$ cat src/rtl/mem_bus_arbiter.sv
// mem_bus_arbiter: round-robin owner of the memory bus shared by the I-cache and
// the D-cache. It forwards the winner's request to the SDRAM burst controller,
// returns grant and burst-window strobes to the owner only, and enforces a
// turnaround gap after every transfer.
module mem_bus_arbiter #(
    parameter int unsigned AW      = 32,
    parameter int unsigned TIMEOUT = 255,
    parameter int unsigned TURN    = 1
) (
    input  logic          Clk_i,
    input  logic          Reset_i,
    // instruction cache port
    input  logic          IStrobe_i,
    input  logic          IRW_i,
    input  logic [AW-1:0] IAddress_i,
    output logic          IGrant_o,
    output logic          I_TxD_o,
    output logic          I_RxD_o,
    // data cache port
    input  logic          DStrobe_i,
    input  logic          DRW_i,
    input  logic [3:0]    DBE_i,
    input  logic [AW-1:0] DAddress_i,
    output logic          DGrant_o,
    output logic          D_TxD_o,
    output logic          D_RxD_o,
    // SDRAM burst controller
    output logic          SdrReq_o,
    output logic          SdrRW_o,
    output logic [AW-1:0] SdrAddr_o,
    output logic [3:0]    SdrBE_o,
    input  logic          SdrAck_i,
    input  logic          SdrTxD_i,
    input  logic          SdrRxD_i,
    input  logic          SdrDone_i,
    // status
    output logic          Owner_o,
    output logic          BusErr_o
);

    localparam int unsigned CW  = 8;
    localparam int unsigned TCW = (TURN > 1) ? $clog2(TURN) : 1;

    localparam logic [1:0] ST_IDLE  = 2'd0;
    localparam logic [1:0] ST_REQ   = 2'd1;
    localparam logic [1:0] ST_BURST = 2'd2;
    localparam logic [1:0] ST_TURN  = 2'd3;

    logic [1:0]    state_q,      state_d;
    logic          owner_q,      owner_d;
    logic          last_owner_q, last_owner_d;
    logic          igrant_q,     igrant_d;
    logic          dgrant_q,     dgrant_d;
    logic          sdr_req_q,    sdr_req_d;
    logic          sdr_rw_q,     sdr_rw_d;
    logic [AW-1:0] sdr_addr_q,   sdr_addr_d;
    logic [3:0]    sdr_be_q,     sdr_be_d;
    logic [CW-1:0] cnt_q,        cnt_d;
    logic [TCW-1:0] turn_cnt_q,  turn_cnt_d;
    logic          bus_err_q,    bus_err_d;

    logic          win_c;
    logic          owner_strobe_c;
    logic          timeout_hit_c;
    logic          enter_turn_c;
    logic [CW-1:0] cnt_inc_c;

    // State and latch registers; everything clears on reset.
    always_ff @(posedge Clk_i or negedge Reset_i) begin
        if (!Reset_i) begin
            state_q      <= ST_IDLE;
            owner_q      <= 1'b0;
            last_owner_q <= 1'b0;
            igrant_q     <= 1'b0;
            dgrant_q     <= 1'b0;
            sdr_req_q    <= 1'b0;
            sdr_rw_q     <= 1'b0;
            sdr_addr_q   <= '0;
            sdr_be_q     <= 4'h0;
            cnt_q        <= '0;
            turn_cnt_q   <= '0;
            bus_err_q    <= 1'b0;
        end else begin
            state_q      <= state_d;
            owner_q      <= owner_d;
            last_owner_q <= last_owner_d;
            igrant_q     <= igrant_d;
            dgrant_q     <= dgrant_d;
            sdr_req_q    <= sdr_req_d;
            sdr_rw_q     <= sdr_rw_d;
            sdr_addr_q   <= sdr_addr_d;
            sdr_be_q     <= sdr_be_d;
            cnt_q        <= cnt_d;
            turn_cnt_q   <= turn_cnt_d;
            bus_err_q    <= bus_err_d;
        end
    end

    // Arbitration, transfer sequencing, timeout and turnaround.
    always_comb begin
        state_d        = state_q;
        owner_d        = owner_q;
        last_owner_d   = last_owner_q;
        igrant_d       = igrant_q;
        dgrant_d       = dgrant_q;
        sdr_req_d      = sdr_req_q;
        sdr_rw_d       = sdr_rw_q;
        sdr_addr_d     = sdr_addr_q;
        sdr_be_d       = sdr_be_q;
        cnt_d          = cnt_q;
        turn_cnt_d     = turn_cnt_q;
        bus_err_d      = 1'b0;
        enter_turn_c   = 1'b0;
        win_c          = 1'b0;

        owner_strobe_c = owner_q ? DStrobe_i : IStrobe_i;
        // saturating increment: the counter never wraps back to zero
        cnt_inc_c      = (cnt_q == {CW{1'b1}}) ? cnt_q : cnt_q + CW'(1);
        timeout_hit_c  = (cnt_q >= CW'(TIMEOUT - 1));

        case (state_q)
            ST_IDLE: begin
                if (IStrobe_i || DStrobe_i) begin
                    // lone requester wins; on contention the last owner yields
                    win_c      = (IStrobe_i && DStrobe_i) ? !last_owner_q : DStrobe_i;
                    state_d    = ST_REQ;
                    owner_d    = win_c;
                    igrant_d   = !win_c;
                    dgrant_d   = win_c;
                    sdr_req_d  = 1'b1;
                    sdr_rw_d   = win_c ? DRW_i : IRW_i;
                    sdr_addr_d = win_c ? DAddress_i : IAddress_i;
                    sdr_be_d   = win_c ? DBE_i : 4'hF;
                    cnt_d      = '0;
                end
            end
            ST_REQ: begin
                cnt_d = cnt_inc_c;
                if (SdrAck_i && SdrDone_i) begin
                    enter_turn_c = 1'b1;
                end else if (SdrAck_i) begin
                    state_d   = ST_BURST;
                    sdr_req_d = 1'b0;
                    cnt_d     = '0;
                end else if (!owner_strobe_c) begin
                    enter_turn_c = 1'b1;
                end else if (timeout_hit_c) begin
                    enter_turn_c = 1'b1;
                    bus_err_d    = 1'b1;
                end
            end
            ST_BURST: begin
                // the owner cannot withdraw once the controller has accepted
                cnt_d = cnt_inc_c;
                if (SdrDone_i) begin
                    enter_turn_c = 1'b1;
                end else if (timeout_hit_c) begin
                    enter_turn_c = 1'b1;
                    bus_err_d    = 1'b1;
                end
            end
            ST_TURN: begin
                turn_cnt_d = turn_cnt_q + TCW'(1);
                if (turn_cnt_q == TCW'(TURN - 1)) begin
                    state_d = ST_IDLE;
                end
            end
            default: begin
                state_d = ST_IDLE;
            end
        endcase

        if (enter_turn_c) begin
            state_d      = ST_TURN;
            igrant_d     = 1'b0;
            dgrant_d     = 1'b0;
            sdr_req_d    = 1'b0;
            last_owner_d = owner_q;
            turn_cnt_d   = '0;
        end
    end

    // Burst windows reach the owning cache only, and only during the burst.
    always_comb begin
        I_TxD_o = (state_q == ST_BURST) && !owner_q && SdrTxD_i;
        I_RxD_o = (state_q == ST_BURST) && !owner_q && SdrRxD_i;
        D_TxD_o = (state_q == ST_BURST) &&  owner_q && SdrTxD_i;
        D_RxD_o = (state_q == ST_BURST) &&  owner_q && SdrRxD_i;
    end

    assign IGrant_o  = igrant_q;
    assign DGrant_o  = dgrant_q;
    assign SdrReq_o  = sdr_req_q;
    assign SdrRW_o   = sdr_rw_q;
    assign SdrAddr_o = sdr_addr_q;
    assign SdrBE_o   = sdr_be_q;
    assign Owner_o   = owner_q;
    assign BusErr_o  = bus_err_q;

endmodule

$ cat config.mk
export PLATFORM = sky130hd
export DESIGN_NAME = mem_bus_arbiter
export DESIGN_NICKNAME = d
export VERILOG_FILES = /design/src/rtl/mem_bus_arbiter.sv
export SDC_FILE = /design/constraint.sdc
export NUM_CORES = 1
export LEC_CHECK = 0
export ABC_AREA = 0
export CORE_MARGIN = 4
export CORE_UTILIZATION = 25
export CTS_CLUSTER_DIAMETER = 200
export DETAILED_ROUTE_END_ITERATION = 7
export SETUP_SLACK_MARGIN = 0.5
export SLEW_MARGIN = 10
export SYNTH_ARGS = -nofsm -noshare
export SYNTH_HDL_FRONTEND = slang
export SYNTH_SLANG_ARGS = --single-unit
$ cat constraint.sdc
create_clock -name Clk_i -period 2.25 [get_ports Clk_i]
set_input_delay 0.3375 -clock Clk_i [delete_from_list [all_inputs] [get_ports Clk_i]]
set_output_delay 0.3375 -clock Clk_i [all_outputs]
set_load 0.01 [all_outputs]
==> impl_metrics.ini <==
[worst_setup_path]
worstPathRequired_ps = 2450
crit_slowest_cell = dfrtp_2
end_kind = flip-flop
cp_cell_sequence = inv_2, ha_4, o21a_1, o21ai_4, o211ai_4, mux2_4
cpPeakStageDelay_ps = 450
ff2ff_path_depth = 6
r2r-start = state_q[1]
arrival_ps = 1950
path_max_fanout = 5
rrSetupSlack_ps = 500
start_kind = flip-flop
r2r_end = last_owner_q
path_class = flip-flop to flip-flop

[yosys]
synth_cell_types = 39
synth_seq_area_share_pct = 50.49
syn_area_per_cell_um2 = 10.18
yosysTopAreaCell = dfrtp_1
synth_area_mm2 = 0.002676
synthesis.nets = 348
synthTopCellsByArea = dfrtp_1, mux2i_1, o21ai_0
ys_ff_latch = 54
yosys_warnings = 0
synth_top_cell_area_share_pct = 50.49
netlist_instances = 263

[global_routing]
grt_pass1_wl_um = 11880
grt_pass1_vias = 2457
grt_max_degree = 61
antenna_found_initial = 0
overflow = 0
grtUsageTotal_pct = 11.36

[place]
hpwl_um = 5518
gp_congestion = 0.7800
dpl.cell_count = 514
numPortBuffers = 123

[flow_run]
cap_violations = 0

[clocking]
root_buffer = clkbuf_8
htree_levels = 2
numCtsBuffers = 5
ctsHoldBuffers = 0
clock_path_buffers = 2
clock_sinks = 54
clk_pin_slew_worst_paths_ps = 100
tritoncts = yes
clock_latency_ps = 300

[timing]
maxSlewHeadroom_pct = 57.84
setup_violations = 0
fin_crit_sh_pct = 77.74
finalSetupTns_ps = 0
drv_slew = 0
worst_pin_slew_ps = 632.4
finalClockSkew_ps = 7.664
fmax_mhz = 571.7
finalCriticalPeriod_ps = 1749
rsz0062_at_grt = yes
hold_violations = 0

[power]
peakVddDrop_uv = 405.8
powerDensity_mw_per_mm2 = 1126
leakage_nw = 1.857
power_mw = 4.880

[finish]
layout.nets = 479
drive_gt1_share_pct = 12.15
area_growth_pct = 61.94
finalNonFillerCells = 531
antennaDiodeCount = 0
final_core_util_pct = 41.80
fillers = 1044

[route]
first_pass_iters = 6
drc = 0
totalWireLength_um = 7196
avgViaCountPerCell = 4.460
ant_nets = 0
drt_iter0_drc = 94
avgRoutedWirePerCell_um = 13.55
vias = 2368

[die]
core-area_mm2 = 0.01037
die_h_um = 111.5
die_w_um = 111.5
ios = 124
core.rowCount = 37
initial_core_util_pct = 25.81
die-area_mm2 = 0.01242

[outcome]
status = completed

[hold_path]
hold_class = primary input to async pin
[through the flow]
stage / worst slack [ps] / instance area, um2 / hold slack (ps)
after detailed placement: 226.4 / 4120 / 395.8
after global routing: 439.1 / 4334 / 81.41
after floorplan: 515.5 / 2691 / 41.91
final: 500.9 / 4334 / 41.14
after global placement: 277.3 / 4120 / 391.9
after CTS: 370.0 / 4274 / 56.69
[Yosys cell counts, drive strengths merged]
cell	number
nor3b	1
or3	2
nor2	14
o22ai	2
o211ai	1
mux2i	35
a21boi	1
mux2	1
a31oi	1
o22a	6
a2bb2oi	3
nor2b	1
a222oi	1
clkbuf	10
dfrtp	54
xnor2	1
ha	7
nand3	4
a22o	1
a21o	3
and3	2
nand2b	1
nand2	42
nand4	2
buf	4
a221o	1
o21ai	40
inv	5
a21oi	9
nor3	2
o2111ai	1
o31ai	2
o21a	3
[worst max-delay path by stage]
stage	slack (ps)	depth (start not counted)	endpoint	from
5_1_grt	440	6	last_owner_q	state_q[1]
6_report	500	6	last_owner_q	state_q[1]
2_1_floorplan	520	6	state_q[1]	state_q[0]
3_5_place_dp	230	5	state_q[1]	SdrDone_i
3_3_place_gp	280	5	state_q[1]	SdrDone_i
4_1_cts	370	4	D_TxD_o	state_q[1]
[where the power goes]
group	internal, mW	switching (mW)	leakage [nW]
clock	0.248	0.302	0.0472
sequential	1.38	0.262	0.669
combinational	1.47	1.22	1.14
total	3.10	1.78	1.86
[critical path: cells and delay by family, from the launching register on]
kind	cells	cell delay (ps)
multiplexers	1	320
buffers and inverters	1	80
flip-flops	1	450
AO/OA/AOI/OAI	3	500
adder cells (fa/ha/maj)	1	290
[final cells by class]
| class | instances | area [um2] | share of cell area, % |
|---|---|---|---|
| Clock inverter | 2 | 12.51 | 0.2887 |
| Inverter | 5 | 18.77 | 0.4330 |
| Timing Repair Buffer | 138 | 1360 | 31.38 |
| Sequential cell | 54 | 1354 | 31.24 |
| Multi-Input combinational cell | 190 | 1336 | 30.83 |
| Clock buffer | 6 | 82.58 | 1.905 |
| Tap cell | 136 | 170.2 | 3.926 |
[placed cells by master, fill, tap and decap left out, drive strengths merged, types with 2 or more instances in the layout]
| cell type | n |
|---|---|
| nor2 | 14 |
| nand4 | 2 |
| a2bb2oi | 3 |
| a21oi | 9 |
| nand2 | 42 |
| inv | 5 |
| or3 | 2 |
| and3 | 2 |
| o22a | 6 |
| nand3 | 4 |
| clkdlybuf4s50 | 118 |
| ha | 7 |
| o22ai | 2 |
| buf | 17 |
| dfrtp | 54 |
| a21o | 3 |
| o21ai | 40 |
| o31ai | 2 |
| clkbuf | 9 |
| nor3 | 2 |
| o21a | 3 |
| mux2i | 35 |
[kinds of logic after synthesis]
kind of cell	share of synthesized area, %
fa+ha+maj	3.272
buf+inv	2.945
simple gates	11.55
compound gates	17.77
mux	13.65
flops	50.49
xor+xnor	0.3273
[metal layers]
| metal | track usage (%) | vias up | part of all wire [%] |
|---|---|---|---|
| met2 | 19.18 | 79 | 47 |
| li1 | - | 1189 | - |
| met4 | 2.190 | 0 | 0.71 |
| met5 | 0 | - | 0 |
| met3 | 3.370 | 7 | 7.2 |
| met1 | 14.55 | 1093 | 45 |
[sequential cells by signal, summed over array words and instances (netlist names), 2 cells and up]
name       cells
state_q        2
SdrBE_o        4
cnt_q          8
SdrAddr_o     32
[repair_timing]
action | 4_1_cts | 5_1_grt
resized for setup | 15 | 14
setup endpoints to repair | 9 | 12
hold endpoints to repair | 0 | 0
setup buffers | 4 | 5
pin swaps | 2 | 4
Note: power is estimated with default switching activity, not from simulation.
